### src/rtl/uart_word_loader_pkg.sv
// uart_loader_pkg: shared types and constants for the UART word loader.
//   rx_state_e : receiver FSM states
//   DATA_BITS  : data bits per UART character
//   half_bit() : clocks from start-bit detection to the mid-start-bit sample
// Optional feature macro used by the loader files: UART_PARITY_EN.
package uart_loader_pkg;

  localparam int DATA_BITS = 8;

  typedef enum logic [2:0] {
    RX_IDLE,
    RX_START,
    RX_DATA,
    RX_PARITY,
    RX_STOP
  } rx_state_e;

  function automatic int half_bit(input int clks_per_bit);
    return clks_per_bit / 2;
  endfunction

endpackage

### src/rtl/uart_word_loader_rx.sv
// uart_rx_byte: UART character receiver (synchroniser, framing FSM, sampling).
// Ports:
//   clk, rst   : clock, synchronous active-high reset
//   rx         : asynchronous serial input, idle high
//   data       : last assembled byte, valid while byte_stb is high
//   byte_stb   : one-cycle strobe, byte accepted (good stop, good parity)
//   frame_err  : one-cycle strobe, stop bit sampled low
//   parity_err : one-cycle strobe, even-parity mismatch
//   busy       : FSM not in RX_IDLE
// UART_PARITY_EN defined: a parity bit follows the data bits.
module uart_rx_byte
  import uart_loader_pkg::*;
#(
  parameter int CLKS_PER_BIT = 271
) (
  input  logic       clk,
  input  logic       rst,
  input  logic       rx,
  output logic [7:0] data,
  output logic       byte_stb,
  output logic       frame_err,
  output logic       parity_err,
  output logic       busy
);

  localparam int CW = $clog2(CLKS_PER_BIT);
  localparam logic [CW-1:0] BIT_LAST  = CW'(CLKS_PER_BIT - 1);
  // Two clocks of the half bit are already spent in the synchroniser, so the
  // START decision lands half a bit plus two clocks after the line edge.
  localparam logic [CW-1:0] HALF_LOAD = CW'(half_bit(CLKS_PER_BIT) - 2);

  rx_state_e   state;
  logic        rx_m, rx_s;
  logic [CW-1:0] cnt;
  logic [2:0]  bit_idx;
  logic [7:0]  shreg;
  logic        par_bad;

  always_ff @(posedge clk) begin
    if (rst) begin
      rx_m       <= 1'b1;
      rx_s       <= 1'b1;
      state      <= RX_IDLE;
      cnt        <= '0;
      bit_idx    <= '0;
      shreg      <= '0;
      par_bad    <= 1'b0;
      byte_stb   <= 1'b0;
      frame_err  <= 1'b0;
      parity_err <= 1'b0;
    end else begin
      rx_m       <= rx;
      rx_s       <= rx_m;
      byte_stb   <= 1'b0;
      frame_err  <= 1'b0;
      parity_err <= 1'b0;
      case (state)
        RX_IDLE: begin
          if (!rx_s) begin
            state <= RX_START;
            cnt   <= HALF_LOAD;
          end
        end
        RX_START: begin
          if (cnt != '0) cnt <= cnt - 1'b1;
          else if (rx_s) state <= RX_IDLE;  // glitch, not a start bit
          else begin
            state   <= RX_DATA;
            cnt     <= BIT_LAST;
            bit_idx <= '0;
            par_bad <= 1'b0;
          end
        end
        RX_DATA: begin
          if (cnt != '0) cnt <= cnt - 1'b1;
          else begin
            shreg   <= {rx_s, shreg[7:1]};  // LSB first
            cnt     <= BIT_LAST;
            bit_idx <= bit_idx + 1'b1;
            if (bit_idx == 3'(DATA_BITS - 1)) begin
`ifdef UART_PARITY_EN
              state <= RX_PARITY;
`else
              state <= RX_STOP;
`endif
            end
          end
        end
`ifdef UART_PARITY_EN
        RX_PARITY: begin
          if (cnt != '0) cnt <= cnt - 1'b1;
          else begin
            cnt   <= BIT_LAST;
            state <= RX_STOP;
            if (rx_s != ^shreg) begin
              par_bad    <= 1'b1;
              parity_err <= 1'b1;
            end
          end
        end
`endif
        RX_STOP: begin
          // Leave at mid stop bit so a back-to-back start edge is not missed.
          if (cnt != '0) cnt <= cnt - 1'b1;
          else begin
            state <= RX_IDLE;
            if (!rx_s) frame_err <= 1'b1;
            else if (!par_bad) byte_stb <= 1'b1;
          end
        end
        default: state <= RX_IDLE;
      endcase
    end
  end

  assign data = shreg;
  assign busy = (state != RX_IDLE);

endmodule

### src/rtl/uart_word_loader.sv
// uart_word_loader: UART receive front end that packs bytes little-endian
// into words and buffers them in a show-ahead FIFO.
// Ports:
//   CLK, RST    : clock, synchronous active-high reset
//   UART_RX     : serial input, idle high
//   WORD        : FIFO head word (0 when empty)
//   WORD_VALID  : FIFO non-empty
//   WORD_READY  : consumer takes WORD this cycle
//   FRAME_ERR   : one-cycle pulse, stop bit low (partial word cleared)
//   PARITY_ERR  : one-cycle pulse, parity mismatch (0 unless UART_PARITY_EN)
//   OVERFLOW    : one-cycle pulse, completed word dropped on a full FIFO
//   BUSY        : receiver active or partial word held
// Macro UART_PARITY_EN enables even-parity reception.
module uart_word_loader
  import uart_loader_pkg::*;
#(
  parameter int CLKS_PER_BIT   = 271,
  parameter int BYTES_PER_WORD = 4,
  parameter int FIFO_DEPTH     = 8
) (
  input  logic                      CLK,
  input  logic                      RST,
  input  logic                      UART_RX,
  output logic [8*BYTES_PER_WORD-1:0] WORD,
  output logic                      WORD_VALID,
  input  logic                      WORD_READY,
  output logic                      FRAME_ERR,
  output logic                      PARITY_ERR,
  output logic                      OVERFLOW,
  output logic                      BUSY
);

  localparam int W  = 8 * BYTES_PER_WORD;
  localparam int KW = (BYTES_PER_WORD > 1) ? $clog2(BYTES_PER_WORD) : 1;
  localparam int AW = $clog2(FIFO_DEPTH);

  logic [7:0] rx_data;
  logic       rx_stb, rx_ferr, rx_perr, rx_busy;

  uart_rx_byte #(.CLKS_PER_BIT(CLKS_PER_BIT)) u_rx (
    .clk        (CLK),
    .rst        (RST),
    .rx         (UART_RX),
    .data       (rx_data),
    .byte_stb   (rx_stb),
    .frame_err  (rx_ferr),
    .parity_err (rx_perr),
    .busy       (rx_busy)
  );

  // Byte packing
  logic [KW-1:0] k;
  logic [W-1:0]  acc, next_word;
  logic          last, push;

  always_comb begin
    next_word = acc;
    next_word[int'(k)*8 +: 8] = rx_data;
  end

  assign last = (k == KW'(BYTES_PER_WORD - 1));
  assign push = rx_stb && last;

  // FIFO
  logic [W-1:0]  mem [FIFO_DEPTH];
  logic [AW-1:0] wr_ptr, rd_ptr;
  logic [AW:0]   count;
  logic          full, pop, wr_en;

  assign full  = (count == (AW+1)'(FIFO_DEPTH));
  assign pop   = WORD_VALID && WORD_READY;
  // A pop on the same cycle frees the slot, so a full FIFO still accepts.
  assign wr_en = push && (!full || pop);

  always_ff @(posedge CLK) begin
    if (RST) begin
      k      <= '0;
      acc    <= '0;
      wr_ptr <= '0;
      rd_ptr <= '0;
      count  <= '0;
    end else begin
      if (rx_ferr || rx_perr) begin
        k   <= '0;
        acc <= '0;
      end else if (rx_stb) begin
        if (last) begin
          k   <= '0;
          acc <= '0;
        end else begin
          k   <= k + 1'b1;
          acc <= next_word;
        end
      end
      if (wr_en) wr_ptr <= wr_ptr + 1'b1;
      if (pop)   rd_ptr <= rd_ptr + 1'b1;
      if (wr_en && !pop)      count <= count + 1'b1;
      else if (pop && !wr_en) count <= count - 1'b1;
    end
  end

  always_ff @(posedge CLK) begin
    if (wr_en) mem[wr_ptr] <= next_word;
  end

  assign WORD_VALID = (count != '0);
  assign WORD       = WORD_VALID ? mem[rd_ptr] : '0;
  assign FRAME_ERR  = rx_ferr;
  assign OVERFLOW   = push && full && !pop;
  assign BUSY       = rx_busy || (k != '0);

`ifdef UART_PARITY_EN
  assign PARITY_ERR = rx_perr;
`else
  assign PARITY_ERR = 1'b0;
`endif

endmodule

### config.mk
export PLATFORM = sky130hd
export DESIGN_NAME = uart_word_loader
export DESIGN_NICKNAME = d
export VERILOG_FILES = /design/src/rtl/uart_word_loader_pkg.sv /design/src/rtl/uart_word_loader_rx.sv /design/src/rtl/uart_word_loader.sv
export SDC_FILE = /design/constraint.sdc
export NUM_CORES = 1
export LEC_CHECK = 0
export ABC_AREA = 1
export CORE_AREA = 5 5 164 150
export CTS_BUF_LIST = sky130_fd_sc_hd__clkbuf_16
export DETAILED_ROUTE_END_ITERATION = 8
export DIE_AREA = 0 0 169 155
export GPL_ROUTABILITY_DRIVEN = 0
export PLACE_DENSITY = 0.78
export SETUP_SLACK_MARGIN = 0.05
export SLEW_MARGIN = 30
export SYNTH_ARGS = -nofsm -noshare
export SYNTH_HDL_FRONTEND = slang
export SYNTH_SLANG_ARGS = --single-unit
### constraint.sdc
create_clock -name CLK -period 3.8 [get_ports CLK]
set_input_delay 0.76 -clock CLK [delete_from_list [all_inputs] [get_ports CLK]]
set_output_delay 0.76 -clock CLK [all_outputs]
set_load 0.1 [all_outputs]
==> impl_metrics.json, run 1 <==
{
  "status": "finished, final reports clean",
  "rrSetupSlack_ns": 0.68,
  "cp_max_fo": 117,
  "first_iter_violations": 1070,
  "cts-root-buf": "clkbuf_16",
  "fin_skew_ns": 0.0169,
  "pre_cts_slack_ns": 0.777,
  "grt-ovfl-total": 0,
  "std_cell_rows": 53,
  "holdWs_ns": 0.413,
  "yosys-top-cells-count": "nor2_1, edfxtp_1, o21ai_0",
  "cts_made_buffers": 34,
  "core_um2": 22900,
  "hp-start": "u_rx.rx_m",
  "grt_max_degree": 118,
  "rsz0062_at_grt": "false",
  "grt_util_met1_pct": 32.5,
  "wl_per_cell_um": 18.6,
  "yosysTopAreaCell": "edfxtp_1",
  "ios": 41,
  "synth.area.top_cells": "edfxtp_1, dfxtp_1, nor2_1, o21ai_0, nand2_1",
  "p_per_area_nw_per_um2": 880,
  "r2r-start": "k[0]",
  "power_mw": 13.9,
  "reg2reg_to": "count[3]",
  "hold_viol": 0,
  "grtUsageTotal_pct": 23.4,
  "synth_fp_nets": 1293,
  "hold_end": "u_rx.rx_s",
  "place_area_um2": 14700,
  "n_fill_cell": 1554,
  "vias_per_cell": 5.80,
  "numPortBuffers": 39,
  "drv_slew": 0,
  "ir_drop_mv": 0.641,
  "synth_top_area_share_pct": 56.5,
  "dieArea_um2": 26200,
  "grt_pass1_wl_mm": 48.8,
  "tns_ns": 0,
  "post-route-min-period_ns": 3.33,
  "avgSynthCellArea_um2": 10.7,
  "grt_use_met3_pct": 3.38,
  "final_net_count": 1323,
  "die_h_um": 155,
  "clk_pin_slew_ns": 0.06,
  "met2_usage_pct": 39.4,
  "wirelength_mm": 30.4,
  "die_x_um": 169,
  "drc_errors": 0,
  "vias": 9466,
  "relSlewSlack_pct": 34.9,
  "grt_pass1_vias": 9273,
  "hold_buffers": 0,
  "syn_to_final_growth_pct": 16.2,
  "cts_tree": "yes",
  "period_share_pct": 87.7,
  "cp-end-kind": "output port",
  "arrival_ns": 2.57,
  "clock_latency_ns": 0.51,
  "drive_gt1_share_pct": 11.0,
  "syn_area_um2": 13600,
  "ctsLongestPathBuffers": 3,
  "setup_slack_ns": 0.467,
  "cts_num_sinks": 330,
  "yosysSeqAreaShare_pct": 67.4,
  "async_flop_share_pct": 0,
  "fin_area_um2": 15800,
  "tightestPinTransition_ns": 0.974,
  "dr.pass1.iters": 8,
  "synth_most_common_cell": "nor2_1",
  "synth_ff_type": "edfxtp_1",
  "antenna_found_initial": 0,
  "yosys_register_bits": 330,
  "setup_viol": 0,
  "initial_core_util_pct": 59.5,
  "power_leakage_nw": 5.55,
  "whs_path_depth": 1,
  "yosys_warnings": 0,
  "hpwl_mm": 17.8,
  "reg2reg_depth": 14,
  "diodes": 0,
  "top_usage_layer": "met2",
  "ys_types": 37,
  "path_class": "register to output port",
  "synthCells": 1275,
  "cts_resized": 0,
  "start_kind": "register",
  "cts_setup_buffers": 0,
  "fmaxAchievable_mhz": 300,
  "hold_path_class": "register to register",
  "htreeDepth": 2,
  "critical_path_required_ns": 3.04,
  "synth_edf_count": 256,
  "detail-route-antenna-nets": 0,
  "cap_viol_max_count": 0
}
## cells in the final DEF, fill, tap and decap left out, types with 4 or more instances in the layout
cell             instances
a31oi_1                 23
nand3_1                 30
clkbuf_16               37
a21oi_1                 61
o22ai_1                 16
a31oi_2                  9
nand2_1                114
nor2_4                  12
inv_1                   74
clkdlybuf4s50_1          4
o21ai_0                206
nor2_1                 269
dfxtp_1                 72
nor3_1                   8
inv_2                    4
buf_12                  37
buf_4                   23
a22o_1                   5
o21ai_1                 14
nand4_1                  5
edfxtp_1               256
clkinv_2                 6
ha_1                    13
clkinv_1                 6
## logic make-up after synthesis
logic type	synth area share, %
flip-flops	67.4
AO/OA/AOI/OAI	13.0
AND/OR/NAND/NOR	13.5
adder cells (fa/ha/maj)	1.34
buffers and inverters	4.56
XOR/XNOR	0.257
other	0.0275
## area by class of cell
| cell class | instances | area (um2) | share of cell area (%) |
|---|---|---|---|
| Inverter | 69 | 260 | 1.65 |
| Timing Repair Buffer | 64 | 953 | 6.03 |
| Multi-Input combinational cell | 806 | 3950 | 24.9 |
| Tap cell | 302 | 378 | 2.39 |
| Sequential cell | 330 | 9170 | 58.0 |
| Clock buffer | 37 | 926 | 5.85 |
| Clock inverter | 25 | 183 | 1.15 |
## power by group
| group | internal, mW | leakage (nW) | switching, mW |
|---|---|---|---|
| Sequential | 3.96 | 3.00 | 0.115 |
| Combinational | 2.02 | 1.96 | 4.56 |
| Clock | 1.95 | 0.584 | 1.30 |
## registers in the layout (all words and copies together) (netlist names), 2 cells and up, named ones only
name          flops
k                 2
u_rx.cnt          9
acc              32
wr_ptr            3
u_rx.bit_idx      3
count             4
u_rx.state        3
mem             256
u_rx.data         8
rd_ptr            3
## layer usage
layer,up-vias,wire [um]
met2,367,15200
met1,4552,12500
met4,0,470
li1,4508,-
met3,39,2220
met5,-,0
## worst max path at each step
stage                          start       end  slack (ns)  cells after the start
after floorplan             count[0]  WORD[22]        0.14                      5
after global placement    WORD_READY  count[3]        0.81                     15
after detailed placement  WORD_READY  count[3]        0.78                     15
after CTS                   register   WORD[5]        0.47                      6
after global routing            k[0]  count[3]        0.30                     15
final                       register  WORD[11]        0.47                      8
## worst max-delay path, cell delays in order (launching register included)
cell	delay (ns)
dfxtp_4	0.43
buf_12	0.41
nor2_1	0.12
nor2_1	0.10
o21ai_0	0.10
o21ai_1	0.09
o21ai_0	0.11
a31oi_1	0.38
buf_12	0.23
## through the flow
step,utilization (%),std cells
2_1_floorplan,-,1275
3_3_place_gp,64.3,1571
3_5_place_dp,64.3,1571
4_1_cts,69.1,1633
5_1_grt,69.1,1633
6_report,69.1,1633
(Power assumes the default switching activity.)
==> run 2: changes to the inputs <==
--- a/config.mk
+++ b/config.mk
@@ -17,3 +17,4 @@
 export SYNTH_ARGS = -nofsm -noshare
 export SYNTH_HDL_FRONTEND = slang
 export SYNTH_SLANG_ARGS = --single-unit
+export TNS_END_PERCENT = 20
==> impl_metrics.json, run 2 (synthesized netlist as in run 1, its figures left out) <==
{
  "status": "finished, final reports clean",
  "setup_slack_ns": 0.466,
  "drive_gt1_share_pct": 10.4,
  "relSlewSlack_pct": 35.0,
  "dieArea_um2": 26200,
  "tightestPinTransition_ns": 0.973,
  "drc_errors": 0,
  "setup_viol": 0,
  "grtUsageTotal_pct": 23.0,
  "grt_max_degree": 98,
  "detail-route-antenna-nets": 0,
  "grt-ovfl-total": 0,
  "worst-path-buf-inv": 2,
  "initial_core_util_pct": 59.5,
  "cts_setup_buffers": 0,
  "wl_met1_mm": 12.3,
  "cts_made_buffers": 34,
  "diodes": 0,
  "htreeDepth": 2,
  "ctsLongestPathBuffers": 3,
  "hold_buffers": 0,
  "die_h_um": 155,
  "arrival_ns": 2.57,
  "r2r-start": "k[0]",
  "holdWs_ns": 0.411,
  "first_iter_violations": 1101,
  "hpwl_mm": 16.8,
  "regMostFlops": "mem",
  "critical_path_required_ns": 3.04,
  "core_um2": 22900,
  "crit_chain": "buf_4, nor2_1, nor2_1, o21ai_0, o21ai_0, o21ai_0, a31oi_1, buf_12",
  "path_class": "register to output port",
  "grt_pass1_wl_mm": 47.9,
  "hold_viol": 0,
  "fin_area_um2": 15800,
  "cts-root-buf": "clkbuf_16",
  "numPortBuffers": 39,
  "p_per_area_nw_per_um2": 883,
  "final_net_count": 1318,
  "hold_path_class": "register to register",
  "cp-end-kind": "output port",
  "final_common_cell": "nor2_1",
  "fmaxAchievable_mhz": 300,
  "place_area_um2": 14700,
  "whs_path_depth": 1,
  "wirelength_mm": 29.8,
  "drv_slew": 0,
  "hold_end": "u_rx.rx_s",
  "power_leakage_nw": 5.52,
  "rrSetupSlack_ns": 0.63,
  "rsz0062_at_grt": "false",
  "wl_met2_mm": 14.2,
  "period_share_pct": 87.7,
  "post-route-min-period_ns": 3.33,
  "vias": 9582,
  "std_cell_rows": 53,
  "wl_met3_mm": 2.56,
  "wl_per_cell_um": 18.3,
  "reg2reg_to": "count[3]",
  "path_depth": 8,
  "hp-start": "u_rx.rx_m",
  "vias_per_cell": 5.89,
  "path_common_cell": "o21ai_0",
  "clock_latency_ns": 0.51,
  "cts_resized": 0,
  "cp_max_fo": 40,
  "n_fill_cell": 1547,
  "critPathTopFamily": "flip-flops",
  "clk_pin_slew_ns": 0.05,
  "cap_viol_max_count": 0,
  "register_area_um2": 9170,
  "place_inst": 1566,
  "antenna_found_initial": 0,
  "start_kind": "register",
  "top_layer": "met4",
  "fin_skew_ns": 0.0246,
  "top_regs": "mem (256), acc (32), u_rx.cnt (9)",
  "syn_to_final_growth_pct": 16.0,
  "die_x_um": 169,
  "multi_input_area_um2": 3890,
  "cts_num_sinks": 330,
  "pre_cts_slack_ns": 0.732,
  "ios": 41,
  "final_cells": 1626,
  "dr.pass1.iters": 5,
  "mostFrequentLayoutCells": "nor2_1, edfxtp_1, o21ai_0, nand2_1, dfxtp_1",
  "reg2reg_depth": 15,
  "largest_reg_flops": 256,
  "slowest_delay_ns": 0.67,
  "cpMaxStageDelayCell": "dfxtp_4",
  "cts_tree": "yes",
  "grt_pass1_vias": 9166,
  "ir_drop_mv": 0.661
}
-- run 2: changes by cell type in the layout (fill, tap and decap cells not counted) --
cell / delta
a31oi_1: +8
a31oi_2: -8
buf_4: -8
inv_1: -6
buf_12: +3
bufinv_16: +2
clkbuf_16: -2
clkinv_2: +2
clkinv_4: +2
clkinvlp_4: -1
inv_6: +1
-- run 2: worst max path at each step --
stage / to / slack (ns)
finish: WORD[25] / 0.47
global route: WORD[25] / 0.31
CTS: WORD[25] / 0.45
detailed placement: count[3] / 0.73
global placement: count[3] / 0.81
floorplan: WORD[23] / -0.36
-- run 2: cell type report --
type                    count  share of cell area [%]
clock buffers              35                    5.55
well taps                 302                    2.39
inverters                  69                    1.65
repair buffers             59                    6.04
clock inverters            25                    1.58
multi-input cells         806                    24.7
flip-flops and latches    330                    58.1
-- run 2: worst register-to-register path, delay by kind of cell (launching register included) --
kind	cells	cell delay [ns]
adder cells (fa/ha/maj)	3	1.03
AO/OA/AOI/OAI	3	0.40
AND/OR/NAND/NOR	6	0.60
flip-flops	1	0.66
buffers and inverters	3	0.42
-- run 2: report_power, final --
| group | leakage [nW] | internal (mW) | switching (mW) |
|---|---|---|---|
| Combinational | 1.95 | 2.00 | 4.49 |
| Clock | 0.577 | 2.01 | 1.31 |
| Sequential | 3.00 | 3.96 | 0.150 |
| Total | 5.52 | 7.98 | 5.95 |
-- run 2: metal layers --
layer	GRT usage, %	up-vias
met5	0	-
met4	7.36	0
met3	4.07	69
met2	37.6	428
met1	31.9	4582
li1	-	4503
-- run 2: metrics by stage --
step / power (mW) / setup TNS, ns / util [%]
6_report: 13.9 / 0 / 69.0
5_1_grt: 14.5 / 0 / 69.0
4_1_cts: 14.0 / 0 / 69.0
3_5_place_dp: 10.6 / 0 / 64.1
3_3_place_gp: 10.6 / 0 / 64.1
2_1_floorplan: 8.53 / -2.89 / -
==> run 3: changes to the inputs <==
--- a/config.mk
+++ b/config.mk
@@ -11,7 +11,7 @@
 export DETAILED_ROUTE_END_ITERATION = 8
 export DIE_AREA = 0 0 169 155
 export GPL_ROUTABILITY_DRIVEN = 0
-export PLACE_DENSITY = 0.78
+export PLACE_DENSITY_LB_ADDON = 0.1
 export SETUP_SLACK_MARGIN = 0.05
 export SLEW_MARGIN = 30
 export SYNTH_ARGS = -nofsm -noshare
==> impl_metrics.json, run 3 (synthesized netlist as in run 1, its figures left out) <==
{
  "arrival_ns": 2.67,
  "cts-root-buf": "clkbuf_16",
  "mostFrequentLayoutCells": "nor2_1, edfxtp_1, o21ai_0, nand2_1, dfxtp_1",
  "antenna_found_initial": 0,
  "power_leakage_nw": 5.53,
  "syn_to_final_growth_pct": 15.9,
  "cp_max_fo": 99,
  "setup_slack_ns": 0.372,
  "relSlewSlack_pct": 34.8,
  "clk_pin_slew_ns": 0.06,
  "r2r-start": "k[0]",
  "diodes": 0,
  "dieArea_um2": 26200,
  "top_regs": "mem (256), acc (32), u_rx.cnt (9)",
  "fmaxAchievable_mhz": 292,
  "utilization_pct": 69.0,
  "p_per_area_nw_per_um2": 875,
  "ir_drop_mv": 0.706,
  "hold_end": "u_rx.rx_s",
  "setup_viol": 0,
  "final_net_count": 1325,
  "power_mw": 13.8,
  "holdWs_ns": 0.410,
  "switchingPower_mw": 5.91,
  "critPathTopFamily": "buffers and inverters",
  "start_kind": "register",
  "grt_pass1_wl_mm": 47.1,
  "core_um2": 22900,
  "critical_path_required_ns": 3.04,
  "ctsLongestPathBuffers": 3,
  "hold_path_class": "register to register",
  "p_int_mw": 7.89,
  "fin_area_um2": 15800,
  "reg2reg_depth": 8,
  "final_common_cell": "nor2_1",
  "std_cell_rows": 53,
  "hpwl_mm": 17.9,
  "regMostFlops": "mem",
  "htreeDepth": 2,
  "rrSetupSlack_ns": 0.55,
  "drive_gt1_share_pct": 10.5,
  "grt_max_degree": 100,
  "rsz0062_at_grt": "false",
  "grt-ovfl-total": 0,
  "first_iter_violations": 743,
  "status": "finished, final reports clean",
  "numPortBuffers": 39,
  "largest_reg_flops": 256,
  "grt_pass1_vias": 8876,
  "die_h_um": 155,
  "multi_input_area_um2": 3890,
  "vias_per_cell": 5.69,
  "post-route-min-period_ns": 3.43,
  "cts_made_buffers": 35,
  "path_class": "register to output port",
  "wirelength_mm": 29.3,
  "period_share_pct": 90.2,
  "tightestPinTransition_ns": 0.976,
  "whs_path_depth": 1,
  "n_fill_cell": 1663,
  "hold_buffers": 0,
  "wl_per_cell_um": 18.0,
  "reg2reg_to": "mem[0][26]",
  "drv_slew": 0,
  "pre_cts_slack_ns": 0.604,
  "hold_viol": 0,
  "p_seq_share_pct": 30.1,
  "p_sw_share_pct": 42.8,
  "cts_num_sinks": 330,
  "dr.pass1.iters": 7,
  "clock_latency_ns": 0.50,
  "cap_viol_max_count": 0,
  "cpMaxStageDelayCell": "dfxtp_4",
  "initial_core_util_pct": 59.5,
  "hp-start": "u_rx.rx_m",
  "crit_chain": "clkinv_2, buf_12, buf_4, nor2_1, o21ai_0, o21ai_0, a31oi_1, buf_12",
  "ios": 41,
  "fin_skew_ns": 0.0142,
  "detail-route-antenna-nets": 0,
  "comb_power_share_pct": 46.4,
  "place_area_um2": 14700,
  "cts_resized": 0,
  "die_x_um": 169,
  "register_area_um2": 9180,
  "drc_errors": 0,
  "clkPwrFrac_pct": 23.5,
  "slowest_delay_ns": 0.47,
  "cts_setup_buffers": 0,
  "worst-path-buf-inv": 4,
  "cp-end-kind": "output port",
  "vias": 9285,
  "cts_tree": "yes",
  "grtUsageTotal_pct": 22.5
}
## run 3: changes by cell type in the layout (fill, tap and decap cells not counted), sizes merged
cell / change
inv: +2
bufinv: -2
clkinv: -2
clkinvlp: +1
buf: +6
clkbuf: +2
## run 3: power by group through the flow
stage | Combinational [mW] | Clock (mW) | Sequential, mW
after floorplan | 4.44 | 0 | 4.09
after global placement | 6.36 | 0 | 4.23
after detailed placement | 6.40 | 0 | 4.23
after CTS | 6.43 | 3.29 | 4.16
after global routing | 6.80 | 3.47 | 4.18
final | 6.40 | 3.24 | 4.16
## run 3: area by class of cell
cell class                 count  area share (%)
sequential                   330            58.2
inverter                      69            1.65
multi-input combinational    806            24.7
clock inverter                24            1.13
timing repair buffer          65            6.09
clock buffer                  37            5.87
tap                          302            2.40
## run 3: worst max-delay path by stage
stage	from	endpoint	slack [ns]	depth (start not counted)
finish	register	WORD[13]	0.37	8
floorplan	count[0]	WORD[23]	-0.36	5
CTS	register	WORD[13]	0.36	8
global route	register	WORD[13]	0.12	8
global placement	WORD_READY	count[3]	0.74	15
detailed placement	k[0]	mem[0][30]	0.60	8
## run 3: stage by stage
stage | setup TNS, ns | std cells
finish | 0 | 1633
global route | 0 | 1633
CTS | 0 | 1633
detailed placement | 0 | 1572
global placement | 0 | 1572
floorplan | -2.89 | 1275
## run 3: worst reg2reg max path, delay by kind of cell (launching register included)
| family | cells | cell delay [ns] |
|---|---|---|
| adder cells (fa/ha/maj) | 1 | 0.51 |
| flip-flops | 1 | 0.67 |
| buffers and inverters | 3 | 0.69 |
| AND/OR/NAND/NOR | 4 | 1.04 |
## run 3: routing by layer
layer / GRT usage, % / vias to the layer above / share of wire (%)
met5: 0 / - / 0
met3: 3.20 / 49 / 6.3
met1: 33.0 / 4437 / 45
li1: - / 4520 / -
met4: 7.09 / 0 / 2.4
met2: 35.3 / 279 / 47
